--- src/rtl/datapath_ctrl.sv ---
// datapath_ctrl: multicycle sequencer for the 64-bit LD/SD/ADD/SUB datapath.
// Ports: instr/instr_valid/instr_ready in; Ra/Rb/Rw, weReg/weMem, sinal/sinalMux, imm, done/illegal/retired out.
module datapath_ctrl #(
  parameter int XLEN = 64,
  parameter int RAW  = 5
) (
  input  logic            clk,
  input  logic            rst,
  input  logic [31:0]     instr,
  input  logic            instr_valid,
  output logic            instr_ready,
  output logic [RAW-1:0]  Ra,
  output logic [RAW-1:0]  Rb,
  output logic [RAW-1:0]  Rw,
  output logic            weReg,
  output logic            weMem,
  output logic            sinal,
  output logic            sinalMux,
  output logic [XLEN-1:0] imm,
  output logic            done,
  output logic            illegal,
  output logic [31:0]     retired
);

  typedef enum logic [2:0] {
    OP_ILL,
    OP_LD,
    OP_SD,
    OP_ADD,
    OP_SUB
  } op_e;

  typedef enum logic [2:0] {
    S_IDLE,
    S_DECODE,
    S_EXEC,
    S_MEM,
    S_WB,
    S_ILL
  } state_e;

  state_e          state;
  op_e             ir_op;
  op_e             op_in;
  logic            we_reg_q;
  logic            we_mem_q;
  logic [XLEN-1:0] imm_in;

  logic [6:0] opc;
  logic [2:0] f3;
  logic [6:0] f7;

  assign opc = instr[6:0];
  assign f3  = instr[14:12];
  assign f7  = instr[31:25];

  // The word is decoded as it is latched; the latched class then
  // steers every later state.
  always_comb begin
    op_in = OP_ILL;
    unique case (1'b1)
      (opc == 7'b0000011 && f3 == 3'b011):
        op_in = OP_LD;
      (opc == 7'b0100011 && f3 == 3'b011):
        op_in = OP_SD;
      (opc == 7'b0110011 && f3 == 3'b000
        && f7 == 7'b0000000):
        op_in = OP_ADD;
      (opc == 7'b0110011 && f3 == 3'b000
        && f7 == 7'b0100000):
        op_in = OP_SUB;
      default:
        op_in = OP_ILL;
    endcase
  end

  always_comb begin
    imm_in = '0;
    unique case (op_in)
      OP_LD:
        imm_in = {{(XLEN-12){instr[31]}},
                  instr[31:20]};
      OP_SD:
        imm_in = {{(XLEN-12){instr[31]}},
                  instr[31:25], instr[11:7]};
      default:
        imm_in = '0;
    endcase
  end

  // Write strobes are gated by rst so an edge with rst high never writes.
  assign weReg       = we_reg_q & ~rst;
  assign weMem       = we_mem_q & ~rst;
  assign instr_ready = (state == S_IDLE) & ~rst;

  always_ff @(posedge clk) begin
    if (rst) begin
      state    <= S_IDLE;
      ir_op    <= OP_ILL;
      Ra       <= '0;
      Rb       <= '0;
      Rw       <= '0;
      imm      <= '0;
      sinal    <= 1'b0;
      sinalMux <= 1'b0;
      we_reg_q <= 1'b0;
      we_mem_q <= 1'b0;
      done     <= 1'b0;
      illegal  <= 1'b0;
      retired  <= '0;
    end else begin
      we_reg_q <= 1'b0;
      we_mem_q <= 1'b0;
      done     <= 1'b0;
      illegal  <= 1'b0;
      unique case (state)
        S_IDLE: begin
          if (instr_valid) begin
            state    <= S_DECODE;
            ir_op    <= op_in;
            Ra       <= RAW'(instr[19:15]);
            Rb       <= RAW'(instr[24:20]);
            Rw       <= RAW'(instr[11:7]);
            imm      <= imm_in;
            sinal    <= (op_in == OP_SUB);
            sinalMux <= (op_in == OP_ADD)
                     || (op_in == OP_SUB);
          end
        end
        S_DECODE: begin
          if (ir_op == OP_ILL) begin
            state   <= S_ILL;
            illegal <= 1'b1;
          end else begin
            state <= S_EXEC;
          end
        end
        S_EXEC: begin
          if (ir_op == OP_LD || ir_op == OP_SD) begin
            state <= S_MEM;
            // A store finishes in MEM.
            if (ir_op == OP_SD) begin
              we_mem_q <= 1'b1;
              done     <= 1'b1;
              retired  <= retired + 32'd1;
            end
          end else begin
            state    <= S_WB;
            we_reg_q <= 1'b1;
            done     <= 1'b1;
            retired  <= retired + 32'd1;
          end
        end
        S_MEM: begin
          if (ir_op == OP_LD) begin
            state    <= S_WB;
            we_reg_q <= 1'b1;
            done     <= 1'b1;
            retired  <= retired + 32'd1;
          end else begin
            state <= S_IDLE;
          end
        end
        S_WB: begin
          state <= S_IDLE;
        end
        S_ILL: begin
          state <= S_IDLE;
        end
        default: begin
          state <= S_IDLE;
        end
      endcase
    end
  end

endmodule

--- config.mk ---
export PLATFORM = sky130hd
export DESIGN_NAME = datapath_ctrl
export DESIGN_NICKNAME = d
export VERILOG_FILES = /design/src/rtl/datapath_ctrl.sv
export SDC_FILE = /design/constraint.sdc
export NUM_CORES = 1
export LEC_CHECK = 0
export ABC_AREA = 1
export BUFFER_PORTS_ARGS = -buffer_cell sky130_fd_sc_hd__buf_2
export CORE_ASPECT_RATIO = 1.75
export CORE_MARGIN = 4
export CORE_UTILIZATION = 35
export CTS_CLUSTER_SIZE = 20
export DETAILED_ROUTE_END_ITERATION = 10
export PLACE_DENSITY_LB_ADDON = 0.15
export SLEW_MARGIN = 10
export SYNTH_ARGS = -nofsm -noshare
export SYNTH_HDL_FRONTEND = slang
export SYNTH_SLANG_ARGS = --single-unit
export TNS_END_PERCENT = 50
--- constraint.sdc ---
create_clock -name clk -period 1.5 [get_ports clk]
set_input_delay 0.15 -clock clk [delete_from_list [all_inputs] [get_ports clk]]
set_output_delay 0.15 -clock clk [all_outputs]
set_load 0.02 [all_outputs]
# After elaboration in Yosys (flattened, before gate mapping)
# Index checks and enable logic that the tools add are counted.
[word_totals]
reg_bits = 123
input_bits = 35
output_inout_bits = 118
elab_cells = 72
[op_classes]
addsub = 1
eq_ne = 17
n_mux = 18
n_bitwise = 7
n_reduce_logical = 16
[ops]
columns = ["operator", "n"]
rows = [
  ["case mux 64 bit (2 select lines)", 1],
  ["2-to-1 mux 32 bit", 3],
  ["case mux 32 bit (2 select lines)", 1],
  ["adder 32 x 1 -> 32 bit, second input constant", 1],
  ["case mux 3 bit (4 select lines)", 2],
  ["== test 7 x 6 -> 1 bit, second input constant", 3],
  ["== test 3 x 2 -> 1 bit, second input constant", 6],
  ["2-to-1 mux 3 bit", 4],
  ["== test 3 x 1 -> 1 bit, second input constant", 3],
  ["zero test 3 bit", 3],
  ["== test 7 x 2 -> 1 bit, second input constant", 1],
  ["zero test 7 bit", 1],
  ["logical AND 1 bit", 5],
  ["2-to-1 mux 1 bit", 5],
  ["!= test 2 bit, second input constant", 2],
  ["NOT 1 bit", 4],
  ["case mux 1 bit (2 select lines)", 2],
  ["AND 1 bit", 3],
  ["== test 3 bit, second input constant", 1],
  ["!= test 3 bit, second input constant", 1],
  ["AND reduction 3 bit", 1],
  ["OR reduction 3 bit", 1],
  ["logical OR 1 bit", 2],
  ["AND reduction 2 bit", 1],
  ["other kinds (2)", 2],
]

# Longest topological paths before layout
# Gate-level depths: netlist of the first run.
[depth]
ltp_word = 6
depth_mapped = 10
ltp_nobuf = 10

# Least setup slack after synthesis of the first run
# OpenSTA, ideal clock, no wires.
[synth_timing]
kind = "register to output"
from = "register, netlist name imm[62]"
to = "output port imm[12]"
arrival_time_ns = 1.564
required_ns = 1.350
slack_ns = -0.214
stages_incl_launch_ff = 2
n_path_buf = 1
path_cell_list = "dfxtp_1 -> buf_4"
[synth_rtl]
columns = ["item", "line", "source"]
rows = [
  ["to (decl)", "19", "output logic [XLEN-1:0] imm,"],
]

# Final worst setup path of the first run
[layout_timing]
from = "register ir_op[1]"
to = "register retired[10]"
[layout_via]
elab_chain_len = 4
elab_cells_between_ends = 8
classes_between = "4 x eq/ne; 2 x mux; 2 x reduce/logical"
[layout_rtl]
columns = ["item", "line", "source"]
rows = [
  ["from (decl)", "43", "op_e ir_op;"],
  ["from (signal assigned)", "120", "ir_op <= op_in;"],
  ["== test 3 x 1 -> 1 bit / == test 3 x 2 -> 1 bit (equally long branches)", "139, 155, 142", ""],
  ["logical OR 1 bit", "139", "if (ir_op == OP_LD || ir_op == OP_SD) begin"],
  ["!= test 3 bit (no line) / 2-to-1 mux 32 bit (equally long branches)", "--", ""],
  ["AND reduction 3 bit (no line) / case mux 32 bit (2 select lines) (equally long branches)", "--", ""],
  ["to (signal assigned)", "145", "retired <= retired + 32'd1;"],
  ["to (signal assigned)", "151", "retired <= retired + 32'd1;"],
  ["to (signal assigned)", "159", "retired <= retired + 32'd1;"],
  ["to (decl)", "22", "output logic [31:0] retired"],
]
# Several ways; a longest one is shown, not always the timed one.
# A chain may end at the register's enable or synchronous reset.

==> impl_summary.md, run 1 <==
Finish
With fillers left out, the area of the finished cells amounts to 5410 sq um. Summing all flip-flop and latch instances after layout gives 1440 sq um. From synthesis to final layout, the design area changed by 32.3%. The share of layout cells above drive strength 1 is 37.5%.

The number of diodes is 0. The layout has 1195 filler cells. The number of standard cells in the layout, taps in and fillers out is 903.

Summing all multi-input logic gate instances after layout gives 2020 sq um. The total number of nets in the final design is 799.

STA
The worst pin sits at a relative slew slack of 73.8%. The count of endpoints failing hold in the final timing report was 0. Setup repair after global routing could not meet its margin everywhere. Setup slack closes at 0.00605 ns.

Setup violations remaining at the end of the flow were counted as 0. Between clock sinks in the finished design, the worst skew comes to 0.00852 ns. The total count of max-transition violations in the final report is 0. Timing would allow up to 669 MHz. The tightest hold path in the finished design has a slack of 0.0530 ns. The final critical-path required period is 1.49 ns. For the pin with the worst max-slew slack, the measured transition is 0.390 ns. Dividing the final minimum period by the clock period gives 99.6%.

Route
The initial detailed-routing violation count is 137. In the final routing, the length of wire on met1 measures 4.38 mm. The topmost layer with routed signal wires is met4. Once detail routing completed, the nets flagged for antenna violations numbered 0. The detailed-routed wire length on met3 is 717 um. The routed layout has 4202 vias. After detailed routing, the met2 layer carries 7.30 mm of wire.

Using the TritonRoute via totals, the vias-per-cell ratio works out to 4.65. The number of iterations in the first detailed-routing pass is 4. The detailed-route wire length is 12.6 mm. The residual DRC count is 0. In the final routed layout, each cell accounts on average for 14.0 um.

GRT
The via count of the first global-routing pass was 3958. The initial antenna violation count came to 0. For this run the aggregate overflow at the end of global routing stands at 0.

Entering global routing, the biggest net connects 55 pins. The overall routing resource usage is 17.6%. The first global-routing pass estimated 19.1 mm of wire.

Flow run
The tool flagged a number of max-cap violations equal to 0.

Floorplanning
The initialized floorplan defines 52 standard-cell rows. The overall die area is 13600 sq um. In this run the horizontal extent of the chip is 89.7 um.

The core region is 11500 sq um. The starting utilization of the core area is 35.5%. The die is 151 um tall. 153 I/O pins were placed.

Clocking
The CTS buffer count is 9. In this run the number of H-tree levels came out at 3. The buffer cell driving the clock tree root is sky130_fd_sc_hd__clkbuf_16. TritonCTS built the clock tree.

The worst-case clock buffer depth is 2. Hold repair after CTS inserted 0 buffers. The TritonCTS sink count is 71. The latest clock arrival within the worst-skew pair is 0.34 ns. The clock-pin transition on the worst setup and hold timing paths is 0.06 ns.

Synth
The fraction of the mapped netlist area in simple logic gates is 35.8%. The portion of the post-synthesis area used by sequential elements is 34.7%. The number of nets handed over by synthesis was 648.

In this run the cell area of the synthesized design comes to 4090 sq um. The share of synthesized area in the top cell type comes to 34.7%. Synthesis inferred 71 register bits. Of the post-synthesis cell area, the part taken by muxes is 0%.

The compound-gate portion of the synthesized area is 10.2%. Among all cell types in the netlist, the one instantiated most often is sky130_fd_sc_hd__nand2_1. Counting flops with a built-in enable in the synthesized netlist gives 0. The mean area per synthesized cell is 6.69 sq um. In the post-synthesis netlist, the biggest area contributors are sky130_fd_sc_hd__dfxtp_1 35%, sky130_fd_sc_hd__nand2_1 17%, sky130_fd_sc_hd__buf_4 10%, sky130_fd_sc_hd__nor2_1 6.1%, sky130_fd_sc_hd__a21oi_1 6.0%. The largest total area in the synthesized netlist belongs to sky130_fd_sc_hd__dfxtp_1.

The count of cell types in the netlist is 38. After synthesis, the largest family of logic cells by area is simple AND/OR/NAND/NOR gates. The adder and majority gate portion of the synthesized area is 0.306%. Synthesis produced a netlist whose cell count is 612. The predominant post-synthesis flop cell is sky130_fd_sc_hd__dfxtp_1. The commonest cells after synthesis are 182 x sky130_fd_sc_hd__nand2_1, 71 x sky130_fd_sc_hd__dfxtp_1, 67 x sky130_fd_sc_hd__nor2_1, 56 x sky130_fd_sc_hd__buf_4, 55 x sky130_fd_sc_hd__inv_1. During synthesis, Yosys emitted a total of 0 warnings. After Yosys synthesis, XOR and XNOR cells account for 1.28% of the synthesized area. In the synthesized netlist the async set-or-reset flop fraction comes to 0%.

Power
In this run the static leakage power is 0.00259 uW. In this run the power density over the cells is 1200 nW/um^2. The overall power consumption is 6500 uW. Cell internal power was estimated by the tool at 4270 uW. The share of total power dissipated in combinational logic is 32.5%. Of the total power, the clock network draws 33.8%.

The worst-case IR drop observed on VDD is 0.552 mV. Of the total power, the share spent switching nets is 34.3%. Summed over all nets, the switching power comes to 2230 uW.

The sequential share of power is 33.7%.

Outcome
The flow ran to the end, and the final reports show no timing, DRC or antenna violations.

Placed design
Detailed placement finished with a half-perimeter wire length of 9.62 mm. The congestion estimate from routability-driven global placement came to 0.898. Before CTS, the worst setup slack after placement is -0.0795 ns. In this run, placement finished with an instance count of 872. Input and output buffers added on the ports amount to 152. The area after detailed placement is 4870 sq um.

Critical path
The type of destination of the critical path is a flip-flop. The critical path class is flip-flop to flip-flop. Data on the critical path is required at its endpoint by 1.72 ns. The maximum fanout along the worst path is 8.

The worst path arrival time is 1.72 ns. The worst setup path is launched from a flip-flop.

Min path
The tightest min-delay check is of the primary input to flip-flop type.
==> power groups by stage <==
stage               Sequential, uW  Combinational, uW  Clock (uW)
finish                        2190               2110        2200
global route                  2210               2310        2330
CTS                           2190               1850        2250
detailed placement            2230               1760           0
global placement              2220               1730           0
floorplan                     2400                983           0
==> repair_timing <==
action,4_1_cts,5_1_grt
setup buffers,4,9
pin swaps,1,17
gates cloned,0,2
endpoints found under the setup margin,72,42
gates resized for setup,6,40
==> critical path: stages, from the launching register on <==
cell	delay [ns]
sky130_fd_sc_hd__dfxtp_1	0.33
sky130_fd_sc_hd__clkinv_1	0.12
sky130_fd_sc_hd__nand3_4	0.13
sky130_fd_sc_hd__buf_4	0.14
sky130_fd_sc_hd__nand3_1	0.11
sky130_fd_sc_hd__nand2_4	0.16
sky130_fd_sc_hd__nand3_1	0.13
sky130_fd_sc_hd__o21ai_0	0.20
sky130_fd_sc_hd__a21oi_1	0.06
==> per-layer routing <==
| metal | track usage, % | vias to the layer above |
|---|---|---|
| li1 | - | 2193 |
| met1 | 16.6 | 1872 |
| met2 | 36.2 | 118 |
| met3 | 4.32 | 19 |
| met4 | 6.14 | 0 |
| met5 | 0 | - |
==> flip-flops by register name, summed over array words and instances, names as in the netlist <==
register and cells:
sinal 1, retired 32, Rb 5, imm 12, Ra 5, we_mem_q 1
ir_op 3, we_reg_q 1, illegal 1, done 1, sinalMux 1, Rw 5
state 3
==> cell type report <==
class                           count  area share (%)
Sequential cell                    71            26.7
Timing Repair Buffer              209            23.1
Inverter                           59            4.18
Tap cell                          135            3.12
Clock buffer                        9            4.16
Multi-Input combinational cell    413            37.4
Clock inverter                      7            1.46
==> final timing paths <==
| path | from | cells past startpoint | slack (ns) | end |
|---|---|---|---|---|
| setup / recovery | ir_op[1]$_SDFFE_PP0P_ | 8 | 0.006 | retired[10]$_SDFFE_PP0P_ |
| hold / removal | instr[17] | 3 | 0.05 | Ra[2]$_SDFFE_PP0P_ |
| setup reg to reg | ir_op[1]$_SDFFE_PP0P_ | 8 | 0.006 | retired[10]$_SDFFE_PP0P_ |
| hold reg to reg | Rb[3]$_SDFFE_PP0P_ | 2 | 0.46 | Rb[3]$_SDFFE_PP0P_ |
==> cell usage in the layout, fill, tap and decap left out, drive strengths merged, types with 2 or more instances in the layout <==
cell    count
a21oi      51
clkinv      4
nand4       8
clkbuf     10
nor2       80
nand2     189
nand3      42
buf       208
o21ai      15
nor3        9
dfxtp      71
inv        61
o211ai      4
o21a        2
xor2        5
==> kinds of logic after synthesis <==
logic type      Yosys count
xor+xnor                  6
buf+inv                 129
compound gates           75
flops                    71
simple gates            330
fa+ha+maj                 1
==> through the flow <==
step,TNS [ns],util (%)
2_1_floorplan,-0.0821,-
3_3_place_gp,-0.161,42.3
3_5_place_dp,-0.504,42.3
4_1_cts,-0.0369,45.3
5_1_grt,-1.05,47.0
6_report,0,47.0
(Power assumes the default switching activity.)
==> run 2: changes to the inputs <==
Settings changed: BUFFER_PORTS_ARGS -buffer_cell sky130_fd_sc_hd__buf_2 to -buffer_cell sky130_fd_sc_hd__clkbuf_2, CORE_MARGIN 4 to unset, RECOVER_POWER set to 100.
==> impl_summary.md, run 2 (synthesized netlist as in run 1, its figures left out) <==
Finish
The number of diodes is 0 (unchanged). The most common library cell in the layout ignoring fill and taps is sky130_fd_sc_hd__nand2_1. In the layout the commonest cells are 176 x sky130_fd_sc_hd__nand2_1, 102 x sky130_fd_sc_hd__clkbuf_2, 56 x sky130_fd_sc_hd__nor2_1. retired holds more flip-flops than any other register. In the final layout, the registers with the most flip-flops are retired (32), imm (12). The number of standard cells in the layout, taps in and fillers out is 907 (+0.44%). The flip-flop count of the largest register after layout was 32 (unchanged). The area growth from synthesis to layout is 35.4%. The total number of nets in the final design is 806 (+0.88%). The share of layout cells above drive strength 1 is 32.9% (-4.6 points).

Floorplanning
The floorplan core area came to 11200 sq um (-2.5%). The site row count is 51 (-1.9%). The overall die area came to 12100 sq um (-10%). The horizontal extent of the die is 83.7 um (-6.7%). The starting utilization of the core area is 36.4% (+0.90 points). The number of placed I/O pins was 153 (unchanged). The die boundary height is 145 um (-4.0%).

STA
Setup repair after global routing could not meet its margin everywhere. The ratio of final minimum period to clock period was 98.1% (-1.5 points). The total count of max-transition violations in the final report is 0 (unchanged). The count of final setup violators is 0 (unchanged). The count of endpoints failing hold in the final timing report is 0 (unchanged).

The highest achievable clock rate is 680 MHz (+1.5%). The final critical-path required period is 1.47 ns (-0.0226 ns). The slew at the pin closest to its max-slew limit is 0.353 ns (-0.0373 ns). The tightest slew margin relative to the limit is 76.5% (+2.7 points). The clock skew after layout came to 0.00578 ns (-0.00274 ns).

Clocking
The latest clock arrival within the worst-skew pair is 0.33 ns (about the same). The CTS buffer count is 9 (unchanged). The number of buffers added to fix hold violations after cts is 0 (unchanged). The TritonCTS clock tree is built.

The depth of the CTS H-tree is 3 (unchanged). The buffer cell driving the clock tree root is sky130_fd_sc_hd__clkbuf_16. The TritonCTS sink count is 71 (unchanged). The clock-pin transition on the worst setup and hold timing paths is 0.06 ns (about the same). The worst-case clock buffer depth is 2 (unchanged).

Outcome
The flow ran to the end, and the final reports show no timing, DRC or antenna violations.

Route
The detail-routed net length per standard cell came to 13.3 um (-5.3%). The detailed-route wire length is 12.0 mm (-4.8%). The antenna violation net count after detailed routing came to 0 (unchanged). The number of iterations in the first detailed-routing pass is 4 (unchanged).

The initial detailed-routing violation count is 135 (-1.5%). The residual DRC count is 0 (unchanged). The count of vias placed by the detailed router is 4265 (+1.5%).

The vias per cell is 4.70 (+1.1%).

GRT
The pin count of the biggest net entering global routing is 54 (-1.8%). The via count of the first global-routing pass came to 3984 (+0.66%). The aggregate global routing overflow is 0 (unchanged). The initial antenna violation count is 0 (unchanged). The global-route wire length before repair came to 19.0 mm (-0.79%). The overall routing resource usage came to 19.7% (+2.1 points).

Min path
The worst min-delay path class is primary input to flip-flop.

Power
The overall power consumption is 6880 uW (+5.8%). The leakage power came to 0.00241 uW (-6.9%). The power density relative to cell area is 1240 nW/um^2 (+3.4%). The peak supply drop came to 0.778 mV (+41%).

Placed design
The cell count after placement came to 876 (+0.46%). The count of input and output buffers came to 152 (unchanged). The half-perimeter wire length after placement is 9.02 mm (-6.2%). The placer congestion estimate is 0.856 (-4.7%).

Critical path
The worst path arrival time was 1.69 ns (-0.03 ns). The required time of the critical path is 1.72 ns (about the same). The worst setup path is of the flip-flop to flip-flop kind. STA classifies the critical path endpoint as a flip-flop. The maximum fanout along the worst path is 6 (-2). The worst setup path is launched from a flip-flop.

Flow run
The count of max-cap constraint violations was 0 (unchanged).
-- run 2: cell types whose count changed in the layout (fill, tap and decap cells not counted), moves of 3 or more --
| cell | previous run | this run |
|---|---|---|
| sky130_fd_sc_hd__nand2_2 | 4 | 9 |
| sky130_fd_sc_hd__inv_6 | 4 | 1 |
| sky130_fd_sc_hd__clkbuf_1 | 0 | 49 |
| sky130_fd_sc_hd__clkbuf_2 | 0 | 102 |
| sky130_fd_sc_hd__buf_4 | 51 | 55 |
| sky130_fd_sc_hd__nand2_1 | 182 | 176 |
| sky130_fd_sc_hd__buf_2 | 151 | 0 |
-- run 2: worst paths after layout --
check                                      startpoint                       end  slack, ns  cells past startpoint
worst max-delay path            state[2]$_SDFFE_PP0P_  retired[25]$_SDFFE_PP0P_       0.03                      9
worst min-delay path                        instr[16]        Ra[1]$_SDFFE_PP0P_       0.04                      3
worst max register to register  state[2]$_SDFFE_PP0P_  retired[25]$_SDFFE_PP0P_       0.03                      9
worst min register to register     Ra[3]$_SDFFE_PP0P_        Ra[3]$_SDFFE_PP0P_       0.47                      2
-- run 2: what timing repair did --
| item | in CTS | in global routing |
|---|---|---|
| endpoints found under the setup margin | 17 | 51 |
| pin swaps | 2 | 16 |
| buffers inserted | 5 | 8 |
| gates resized for setup | 4 | 62 |
| cloned | 1 | 2 |
-- run 2: layout make-up --
class	instances	area, sq um
clock inverters	6	108
multi-input cells	413	2080
flip-flops and latches	71	1440
well taps	132	165
inverters	59	226
clock buffers	10	239
repair buffers	216	1290
fillers	1192	5690
-- run 2: metrics by stage --
stage                     cell area, sq um  hold slack (ns)  TNS (ns)  util [%]  worst slack [ns]
after global placement                4930            0.384  -0.00917      43.9          -0.00487
after detailed placement              4930            0.390    -0.270      43.9           -0.0655
after CTS                             5340           0.0313   -0.0233      47.6           -0.0233
final                                 5540           0.0430         0      49.3            0.0286
after floorplan                       4090            0.293   -0.0821         -           -0.0462
after global routing                  5540           0.0580    -0.407      49.3           -0.0773
-- run 2: worst max-delay path: stages, from the launching register on --
cell and delay [ns]:
sky130_fd_sc_hd__dfxtp_2 0.32, sky130_fd_sc_hd__buf_6 0.11, sky130_fd_sc_hd__nor2_4 0.18, sky130_fd_sc_hd__nand2_4 0.09
sky130_fd_sc_hd__nand2_4 0.09, sky130_fd_sc_hd__o21ai_4 0.12, sky130_fd_sc_hd__nor2_4 0.20, sky130_fd_sc_hd__nand4_1 0.10
sky130_fd_sc_hd__nand2_1 0.09, sky130_fd_sc_hd__nor2_1 0.04
-- run 2: power breakdown --
| part | internal, uW | switching [uW] |
|---|---|---|
| Clock | 1660 | 810 |
| Sequential | 2090 | 130 |
| Combinational | 931 | 1260 |
-- run 2: metal layers --
metal / share of wire, % / vias up / global-route usage, % / wire, um
met2: 55 / 126 / 36.7 / 6650
met1: 37 / 1920 / 20.5 / 4460
met5: 0 / - / 0 / 0
met3: 4.1 / 21 / 3.47 / 492
met4: 3.5 / 0 / 10.2 / 423
li1: - / 2198 / - / -
==> run 3: changes to the inputs <==
Settings changed: MAX_ROUTING_LAYER set to met4.
==> impl_summary.md, run 3 (synthesized netlist as in run 1, its figures left out) <==
Clocking
The worst-case clock buffer depth is 2 (unchanged). The CTS buffer count is 9 (unchanged). The depth of the CTS H-tree is 3 (unchanged). The TritonCTS sink count is 71 (unchanged).

TritonCTS built the clock tree. The latest clock arrival within the worst-skew pair is 0.33 ns (about the same). The buffer cell driving the clock tree root is sky130_fd_sc_hd__clkbuf_16. The clock-pin transition on the worst setup and hold timing paths is 0.06 ns (about the same). The number of buffers added to fix hold violations after cts came to 0 (unchanged).

Finish
The combined flip-flop and latch cell area is 1440 sq um (unchanged). The most common library cell in the layout ignoring fill and taps is sky130_fd_sc_hd__nand2_1. The multi-input gate area in the final layout came to 2070 sq um (-0.12%). The number of diodes came to 0 (unchanged).

The flip-flop count of the largest register after layout was 32 (unchanged). The number of standard cells in the layout, taps in and fillers out is 907 (unchanged). The finished layout cell area is 5540 sq um (-0.11%). The register with the highest flop count is retired. The area growth from synthesis to layout is 35.2%. The largest registers in the layout are retired (32), imm (12). The total number of nets in the final design was 806 (unchanged).

The number of fill cells in the layout came to 1198 (+0.50%). The share of layout cells above drive strength 1 is 32.6% (-0.26 points). In the layout the commonest cells are 176 x sky130_fd_sc_hd__nand2_1, 101 x sky130_fd_sc_hd__clkbuf_2, 57 x sky130_fd_sc_hd__nor2_1.

Placed design
The placer congestion estimate came to 0.869 (+1.6%). The count of input and output buffers is 152 (unchanged). The cell count after placement is 876 (unchanged). The area after detailed placement is 4930 sq um (unchanged). The half-perimeter wire length after placement is 9.02 mm (unchanged).

Power
The power density relative to cell area is 1240 nW/um^2 (about the same). The sequential share of power was 32.3% (about the same). The leakage power came to 0.00241 uW (-0.12%). The overall power consumption is 6870 uW (-0.16%). The peak supply drop is 0.775 mV (-0.40%). The fraction of power consumed by the clock network is 35.9% (about the same). The cell internal power dissipation is 4680 uW (about the same). The net load switching power is 2190 uW (-0.35%). The relative contribution of combinational cells to total power is 31.7% (about the same).

The switching power share of the total is 31.9% (-0.059 points).

Min path
The worst min-delay path class is primary input to flip-flop. In this run the most critical hold path is launched from instr[16]. The path with the worst hold slack has its endpoint at Ra[1]$_SDFFE_PP0P_. The depth of the worst hold-timing path is 3 (unchanged).

Floorplanning
The horizontal extent of the die is 83.7 um (unchanged). The site row count was 51 (unchanged). The number of placed I/O pins came to 153 (unchanged).

The die boundary height is 145 um (unchanged). The starting utilization of the core area is 36.4% (unchanged). The floorplan core area is 11200 sq um (unchanged). The overall die area was 12100 sq um (unchanged).

STA
The clock skew after layout is 0.00556 ns (-0.000225 ns). The total count of max-transition violations in the final report came to 0 (unchanged). The count of endpoints failing hold in the final timing report is 0 (unchanged).

The final critical-path required period is 1.48 ns (+0.00394 ns). The highest achievable clock rate is 678 MHz (-0.27%). The count of final setup violators is 0 (unchanged).

Setup repair after global routing could not meet its margin everywhere. The ratio of final minimum period to clock period is 98.4% (+0.26 points). The tightest slew margin relative to the limit is 76.0% (-0.47 points). The slew at the pin closest to its max-slew limit is 0.360 ns (+0.00706 ns).

Route
The antenna violation net count after detailed routing came to 0 (unchanged). The count of vias placed by the detailed router was 4283 (+0.42%). The detailed-route wire length was 12.0 mm (about the same).

The number of iterations in the first detailed-routing pass is 4 (unchanged). The vias per cell came to 4.72 (+0.42%). The initial detailed-routing violation count is 139 (+3.0%).

The detail-routed net length per standard cell was 13.3 um (about the same). The residual DRC count is 0 (unchanged).

Critical path
The required time of the critical path came to 1.72 ns (about the same). The maximum fanout along the worst path is 6 (unchanged). The delay of the slowest critical-path stage was 0.32 ns (about the same). STA classifies the critical path endpoint as a flip-flop. By startpoint and endpoint, the worst setup path is classified as flip-flop to flip-flop. The signal on the critical path passes through buf_6 > nor2_4 > nand2_4 > nand2_4 > o21ai_4 > nor2_4 > nand4_1 > nand2_1 > nor2_1. The worst setup slack for register-to-register paths is 0.02 ns (about the same).

The endpoint identified for the worst register-to-register timing path is retired[25]$_SDFFE_PP0P_. The cell at the slowest stage of the critical path is sky130_fd_sc_hd__dfxtp_2. The worst path arrival time is 1.69 ns (about the same). The count of cells along the worst register-to-register path is 9 (unchanged). The category of the worst setup path launch point is a flip-flop. The origin of the critical flop-to-flop path is state[2]$_SDFFE_PP0P_.

Outcome
The flow ran to the end, and the final reports show no timing, DRC or antenna violations.

GRT
The aggregate global routing overflow is 0 (unchanged). The initial antenna violation count is 0 (unchanged). The global-route wire length before repair is 19.0 mm (-0.18%). The via count of the first global-routing pass is 3985 (+0.025%).

The pin count of the biggest net entering global routing is 54 (unchanged). The overall routing resource usage is 20.2% (+0.50 points).

Flow run
The count of max-cap constraint violations is 0 (unchanged).
run 3: cell count changes in the layout (fill, tap and decap cells not counted):
cell                       change
sky130_fd_sc_hd__inv_4         +1
sky130_fd_sc_hd__nor2_2        -1
sky130_fd_sc_hd__clkbuf_1      +1
sky130_fd_sc_hd__inv_6         -1
sky130_fd_sc_hd__nor2_1        +1
sky130_fd_sc_hd__clkbuf_2      -1
run 3: metal layers:
metal	vias to the layer above	global-route usage (%)	routed length [um]
li1	2199	-	-
met1	1931	20.6	4510
met2	134	36.7	6620
met3	19	3.19	495
met4	0	9.92	405
met5	-	-	0
run 3: repair_timing:
| action | CTS | global route |
|---|---|---|
| cloned | 1 | 2 |
| pin swaps | 2 | 16 |
| setup endpoints to repair | 17 | 50 |
| setup buffers | 5 | 8 |
| resized for setup | 4 | 60 |
run 3: layout make-up:
class	count	share of cell area, %
Multi-Input combinational cell	413	37.5
Clock inverter	6	1.94
Inverter	59	4.05
Sequential cell	71	26.0
Clock buffer	10	4.32
Tap cell	132	2.98
Timing Repair Buffer	216	23.2
run 3: through the flow:
step | setup TNS (ns) | hold slack [ns] | setup WS, ns | util (%)
CTS | -0.0233 | 0.0313 | -0.0233 | 47.6
global placement | -0.00917 | 0.384 | -0.00487 | 43.9
global route | -0.444 | 0.0596 | -0.0772 | 49.3
floorplan | -0.0821 | 0.293 | -0.0462 | -
finish | 0 | 0.0445 | 0.0247 | 49.3
detailed placement | -0.270 | 0.390 | -0.0655 | 43.9
run 3: power by group through the flow:
stage / clock, uW / combinational (uW) / sequential [uW]
floorplan: 0 / 983 / 2400
global placement: 0 / 1720 / 2220
detailed placement: 0 / 1730 / 2230
CTS: 2540 / 1870 / 2190
global route: 2620 / 2380 / 2240
finish: 2470 / 2180 / 2220
run 3: worst max path at each step:
stage / start / end
CTS: state[2]$_SDFFE_PP0P_ / retired[21]$_SDFFE_PP0P_
detailed placement: state[0]$_SDFFE_PP0P_ / retired[21]$_SDFFE_PP0P_
finish: state[2]$_SDFFE_PP0P_ / retired[25]$_SDFFE_PP0P_
global placement: state[0]$_SDFFE_PP0P_ / retired[23]$_SDFFE_PP0P_
floorplan: retired[1]$_SDFFE_PP0P_ / retired[18]$_SDFFE_PP0P_
global route: state[2]$_SDFFE_PP0P_ / retired[25]$_SDFFE_PP0P_
run 3: worst max-delay path, delay by kind of cell (launching register included):
family | cells | cell delay [ns]
compound gates | 1 | 0.12
buf+inv | 1 | 0.11
simple gates | 7 | 0.79
flops | 1 | 0.32
